--- config.mk ---
export PLATFORM = sky130hd
export DESIGN_NAME = semaphore_phase_controller
export DESIGN_NICKNAME = d
export VERILOG_FILES = /design/src/rtl/semaphore_phase_controller.sv
export SDC_FILE = /design/constraint.sdc
export NUM_CORES = 1
export LEC_CHECK = 0
export BUFFER_PORTS_ARGS = -buffer_cell sky130_fd_sc_hd__buf_2
export CAP_MARGIN = 20
export CORE_MARGIN = 5
export CORE_UTILIZATION = 40
export CTS_BUF_LIST = sky130_fd_sc_hd__clkbuf_8
export CTS_CLUSTER_SIZE = 16
export DETAILED_ROUTE_END_ITERATION = 10
export GPL_TIMING_DRIVEN = 0
export MAX_ROUTING_LAYER = met4
export PLACE_DENSITY = 0.72
export SYNTH_ARGS = -nofsm -noshare
export SYNTH_HDL_FRONTEND = slang
export SYNTH_SLANG_ARGS = --single-unit
--- constraint.sdc ---
create_clock -name clock -period 2.65 [get_ports clock]
set_input_delay 0.1325 -clock clock [delete_from_list [all_inputs] [get_ports clock]]
set_output_delay 0.1325 -clock clock [all_outputs]
set_load 0.1 [all_outputs]
--- src/rtl/semaphore_phase_controller.sv ---
// ---------------------------------------------------------------------------
// semaphore_phase_controller
//
// N-phase traffic-light controller. Each state is timed internally by
// counting the one-cycle `tick` enable from the shared prescaler. Phases
// are served in cyclic order, skipping phases whose `phase_en` bit is low.
// Each GREEN is followed by YELLOW and an all-red clearance interval.
// A latched pedestrian request for a phase extends that phase's next green.
//
// Optional feature (macro SEMAPHORE_FLASH_EN):
//   Adds the `flash` input. It forces a blinking-yellow FLASH state. On
//   release the block restarts through ALLRED, then serves phase 0 first
//   (or the next enabled phase after it).
//
// Ports:
//   clock         system clock
//   reset         synchronous, active-high reset
//   tick          one-cycle timing enable
//   flash         (SEMAPHORE_FLASH_EN only) force blinking-yellow mode
//   phase_en      per-phase enable mask, bit p=1 means phase p is served
//   ped_req       per-phase pedestrian request (pulse or level)
//   road_light    per phase {red,yellow,green}
//   ped_light     per phase {dont_walk,walk}
//   active_phase  phase currently served
//   ped_pending   latched, not yet served pedestrian requests
//   state_flag    current state register (GREEN=0 YELLOW=1 ALLRED=2 FLASH=3)
// ---------------------------------------------------------------------------
module semaphore_phase_controller #(
    parameter int NUM_PHASES    = 4,
    parameter int TIMER_W       = 12,
    parameter int GREEN_TICKS   = 20,
    parameter int PED_EXT_TICKS = 10,
    parameter int YELLOW_TICKS  = 4,
    parameter int ALLRED_TICKS  = 2
) (
    input  logic                          clock,
    input  logic                          reset,
    input  logic                          tick,
`ifdef SEMAPHORE_FLASH_EN
    input  logic                          flash,
`endif
    input  logic [NUM_PHASES-1:0]         phase_en,
    input  logic [NUM_PHASES-1:0]         ped_req,
    output logic [3*NUM_PHASES-1:0]       road_light,
    output logic [2*NUM_PHASES-1:0]       ped_light,
    output logic [$clog2(NUM_PHASES)-1:0] active_phase,
    output logic [NUM_PHASES-1:0]         ped_pending,
    output logic [1:0]                    state_flag
);

    localparam int PW = $clog2(NUM_PHASES);

    localparam logic [TIMER_W-1:0] T_GREEN     = TIMER_W'(GREEN_TICKS - 1);
    localparam logic [TIMER_W-1:0] T_GREEN_EXT = TIMER_W'(GREEN_TICKS + PED_EXT_TICKS - 1);
    localparam logic [TIMER_W-1:0] T_YELLOW    = TIMER_W'(YELLOW_TICKS - 1);
    localparam logic [TIMER_W-1:0] T_ALLRED    = TIMER_W'(ALLRED_TICKS - 1);

    typedef enum logic [1:0] {
        S_GREEN  = 2'd0,
        S_YELLOW = 2'd1,
        S_ALLRED = 2'd2,
        S_FLASH  = 2'd3
    } state_t;

    state_t               state, state_n;
    logic [TIMER_W-1:0]   timer, timer_n;
    logic [PW-1:0]        active_n;
    logic [NUM_PHASES-1:0] pend_n;
    // Set when leaving FLASH: the next phase search starts at phase 0
    // instead of active_phase+1.
    logic                 restart, restart_n;
`ifdef SEMAPHORE_FLASH_EN
    logic                 blink, blink_n;   // 1 = yellow lamps lit in FLASH
`endif

    logic                 expire;
    logic [PW-1:0]        next_phase;
    logic [PW-1:0]        cand;
    logic                 found;
    int                   search_base;

    assign state_flag = state;
    assign expire     = tick && (timer == '0);

    // Next phase to serve: first enabled phase searched cyclically from
    // search_base. The last candidate is the current phase itself, so a
    // lone enabled phase is re-served.
    always_comb begin
        next_phase  = active_phase;
        found       = 1'b0;
        cand        = '0;
        search_base = restart ? 0 : int'(active_phase) + 1;
        for (int k = 0; k < NUM_PHASES; k++) begin
            cand = PW'((search_base + k) % NUM_PHASES);
            if (!found && phase_en[cand]) begin
                next_phase = cand;
                found      = 1'b1;
            end
        end
    end

    // Next-state logic.
    always_comb begin
        state_n   = state;
        timer_n   = timer;
        active_n  = active_phase;
        pend_n    = ped_pending | ped_req;
        restart_n = restart;
`ifdef SEMAPHORE_FLASH_EN
        blink_n   = blink;
`endif
        if (tick && (timer != '0)) begin
            timer_n = timer - 1'b1;
        end

        case (state)
            S_GREEN: begin
                if (expire) begin
                    state_n = S_YELLOW;
                    timer_n = T_YELLOW;
                end
            end
            S_YELLOW: begin
                if (expire) begin
                    state_n = S_ALLRED;
                    timer_n = T_ALLRED;
                end
            end
            S_ALLRED: begin
                if (expire) begin
                    if (phase_en == '0) begin
                        // Nothing to serve: hold all-red and re-time it.
                        timer_n = T_ALLRED;
                    end else begin
                        state_n   = S_GREEN;
                        active_n  = next_phase;
                        restart_n = 1'b0;
                        // Clearing here wins over a request in the same cycle.
                        if (ped_pending[next_phase] || ped_req[next_phase]) begin
                            timer_n            = T_GREEN_EXT;
                            pend_n[next_phase] = 1'b0;
                        end else begin
                            timer_n = T_GREEN;
                        end
                    end
                end
            end
            default: begin
                // FLASH with flash released (or an illegal code when the
                // feature is absent): recover through all-red.
                state_n = S_ALLRED;
                timer_n = T_ALLRED;
`ifdef SEMAPHORE_FLASH_EN
                restart_n = 1'b1;
`endif
            end
        endcase

`ifdef SEMAPHORE_FLASH_EN
        // flash overrides every transition; requests keep latching.
        if (flash) begin
            state_n   = S_FLASH;
            timer_n   = timer;
            active_n  = active_phase;
            restart_n = restart;
            pend_n    = ped_pending | ped_req;
            if (state != S_FLASH) begin
                blink_n = 1'b1;
            end else if (tick) begin
                blink_n = ~blink;
            end
        end
`endif
    end

    always_ff @(posedge clock) begin
        if (reset) begin
            state        <= S_GREEN;
            timer        <= T_GREEN;
            active_phase <= '0;
            ped_pending  <= '0;
            restart      <= 1'b0;
`ifdef SEMAPHORE_FLASH_EN
            blink        <= 1'b1;
`endif
        end else begin
            state        <= state_n;
            timer        <= timer_n;
            active_phase <= active_n;
            ped_pending  <= pend_n;
            restart      <= restart_n;
`ifdef SEMAPHORE_FLASH_EN
            blink        <= blink_n;
`endif
        end
    end

    // Moore lamp decode. Non-active roads/peds stay red/dont-walk.
    always_comb begin
        road_light = '0;
        ped_light  = '0;
        for (int p = 0; p < NUM_PHASES; p++) begin
            road_light[3*p +: 3] = 3'b100;
            ped_light[2*p +: 2]  = 2'b10;
            if (active_phase == PW'(p)) begin
                if (state == S_GREEN) begin
                    road_light[3*p +: 3] = 3'b001;
                    ped_light[2*p +: 2]  = 2'b01;
                end else if (state == S_YELLOW) begin
                    road_light[3*p +: 3] = 3'b010;
                end
            end
`ifdef SEMAPHORE_FLASH_EN
            if (state == S_FLASH) begin
                road_light[3*p +: 3] = blink ? 3'b010 : 3'b000;
            end
`endif
        end
    end

endmodule

==> results.toml <==
[clock_network]
cts_tree = "done"
cts.sinks = 20
ctsHtreeMaxLevel = 1
cts_buffer_depth = 2
clkLatencyLatePin_ns = 0.26
postCtsHoldBufs = 0
path_clk_slew_ns = 0.06
root_buffer = "clkbuf_8"
numCtsBuffers = 3

[finish]
final_cells = 276
seqCellArea_um2 = 415
area_growth_pct = 34.4
multiInputGateArea_um2 = 1030
final_area_um2 = 1960
drive_gt1_share_pct = 38.6
n_antenna_cell = 0
final_nets = 246
n_fill_cell = 363

[logic_synthesis]
syn_avg_cell_area_um2 = 7.97
synth-xor-area-share_pct = 4.80
async_flop_share_pct = 0
seq_area_frac_synth_pct = 27.4
synth_simple_gate_area_share_pct = 30.9
synth_cells = 183
synth.distinct_cells = 55
synth.most_common_cell = "nor2_1"
netlist_area_um2 = 1460
synth_fp_nets = 200
synth_adder_area_share_pct = 5.15
synth_top_cell_by_area = "dfxtp_1"
synth_top_family_by_area = "simple AND/OR/NAND/NOR gates"
synth_top_cell_area_share_pct = 27.4
synth_edf_count = 0
ys_ff_latch = 20
yosys-top-cells-area = "dfxtp_1, nor2_1, ha_1, xnor2_1, nand2b_1"
dominantRegCellSynth = "dfxtp_1"
yosysWarnings = 0
synth_mux_area_share_pct = 2.23
synth_compound_area_share_pct = 21.2
ys_top_cells_by_count = "nor2_1, dfxtp_1, inv_1, nand2b_1"

[place]
post-place-cells = 269
portBuffers = 36
place_ws_ns = -0.0223
place_area_um2 = 1870
dp_hpwl_mm = 2.81
gp_congestion = 0.835

[critical_path]
crit_fanout = 6
cp_data_arrival_time_ns = 2.77
end_kind = "register"
reg2reg_slack_ns = 0.07
path_class = "register to register"
crit_path_start = "timer[0]"
critPathRequiredTime_ns = 2.84
r2r_start = "timer[0]"
critPathLaunchType = "register"

[power_and_ir_drop]
leakagePower_uw = 0.000777
ir_drop_uv = 419
powerDensity_nw_per_um2 = 320

[detailed_routing]
via_per_inst = 5.27
drc = 0
dr.pass1.iters = 4
wirelength_mm = 3.67
postRouteAntennaNets = 0
num_vias = 1454
post_drt_wl_per_cell_um = 13.3
dr.first_iter.drc_count = 62

[floorplan]
dieArea_um2 = 4950
dieWidth_um = 70.4
fp-row-count = 22
boundaryPins = 39
die_h_um = 70.4
coreArea_um2 = 3610
initial_core_util_pct = 40.5

[timing]
setup_ws_ns = 0.0721
tns_ns = 0
worst_pin_slew_ns = 0.614
finalCritPeriodShare_pct = 97.3
fmax_ghz = 0.388
post-route-min-period_ns = 2.58
slew_headroom_pct = 58.5
setup_viol = 0
clock_skew_ns = 0.00813
hold_violations = 0
drv_slew = 0

[status]
outcome = "finished clean"

[global_routing]
grt_pass1_wl_mm = 6.11
grt_max_degree = 12
grt_usage_pct = 14.9
grt_overflow = 0
antenna_found_initial = 0
grt_pass1_vias = 1374

[worst_hold_path]
min_path_type = "primary input to register"
min-delay-start = "ped_req[1]"

[job]
cap_violations = 0
==> logic make-up after synthesis <==
logic type,after synthesis
AO/OA/AOI/OAI,40
multiplexers,3
buffers and inverters,26
flip-flops,20
XOR/XNOR,8
adder cells (fa/ha/maj),6
AND/OR/NAND/NOR,80
==> stage by stage <==
stage          util (%)  power [µW]  hold slack (ns)
2_1_floorplan         -         402            0.293
3_3_place_gp       51.5         429            0.423
3_5_place_dp       51.7         430            0.428
4_1_cts            53.1         632            0.163
5_1_grt            54.4         663            0.176
6_report           54.4         628            0.170
==> layout make-up <==
| class | instances | share of cell area (%) |
|---|---|---|
| Multi-Input combinational cell | 137 | 52.8 |
| Sequential cell | 20 | 21.2 |
| Timing Repair Buffer | 41 | 10.8 |
| Buffer | 14 | 6.45 |
| Inverter | 12 | 3.38 |
| Tap cell | 48 | 3.06 |
| Clock buffer | 3 | 2.11 |
| Clock inverter | 1 | 0.191 |
==> where the power goes <==
part | switching, µW | internal, µW
registers | 4.92 | 306
clock network | 94.6 | 103
logic | 82.0 | 37.4
==> timing repair <==
action                     CTS  global route
setup endpoints to repair    6             7
setup buffers                0             3
gates resized for setup      1            12
pin swaps                    0             1
==> critical path: stages, from the launching register on <==
cell and delay, ns:
dfxtp_2 0.32, inv_2 0.05, ha_1 0.14, or4b_4 0.48
or4_4 0.44, buf_6 0.15, or3_4 0.36, buf_6 0.14
a2111oi_4 0.31, a211o_1 0.13
==> final timing paths <==
check / endpoint / cells after the start
setup / recovery: timer[1] / 9
hold / removal: ped_pending[1] / 3
setup reg to reg: timer[1] / 9
hold reg to reg: state_flag[1] / 2
==> registers in the layout, indices dropped and copies added, names as in the netlist <==
name          count
timer            12
state_flag        2
active_phase      2
ped_pending       4
==> cells in the final DEF (no fill, tap or decap), types with 4 or more instances in the layout <==
master	instances
clkinvlp_4	4
nor3_1	4
ha_1	4
nor4b_1	5
xnor2_1	8
nand3_1	6
nand2_1	5
nor2_1	25
clkbuf_8	4
nor4_1	5
a211oi_1	5
dfxtp_1	14
buf_2	38
nand2b_4	8
inv_1	5
o21ai_0	6
a21oi_1	5
clkbuf_1	6
buf_6	4
==> per-layer routing <==
metal | vias to the layer above | global-route usage [%] | wire length, µm
met1 | 673 | 19.2 | 1790
met2 | 28 | 24.3 | 1730
met5 | - | - | 0
met4 | 0 | 2.13 | 15
met3 | 2 | 3.45 | 132
li1 | 751 | - | -
No activity file was read; power rests on OpenSTA's default activity.
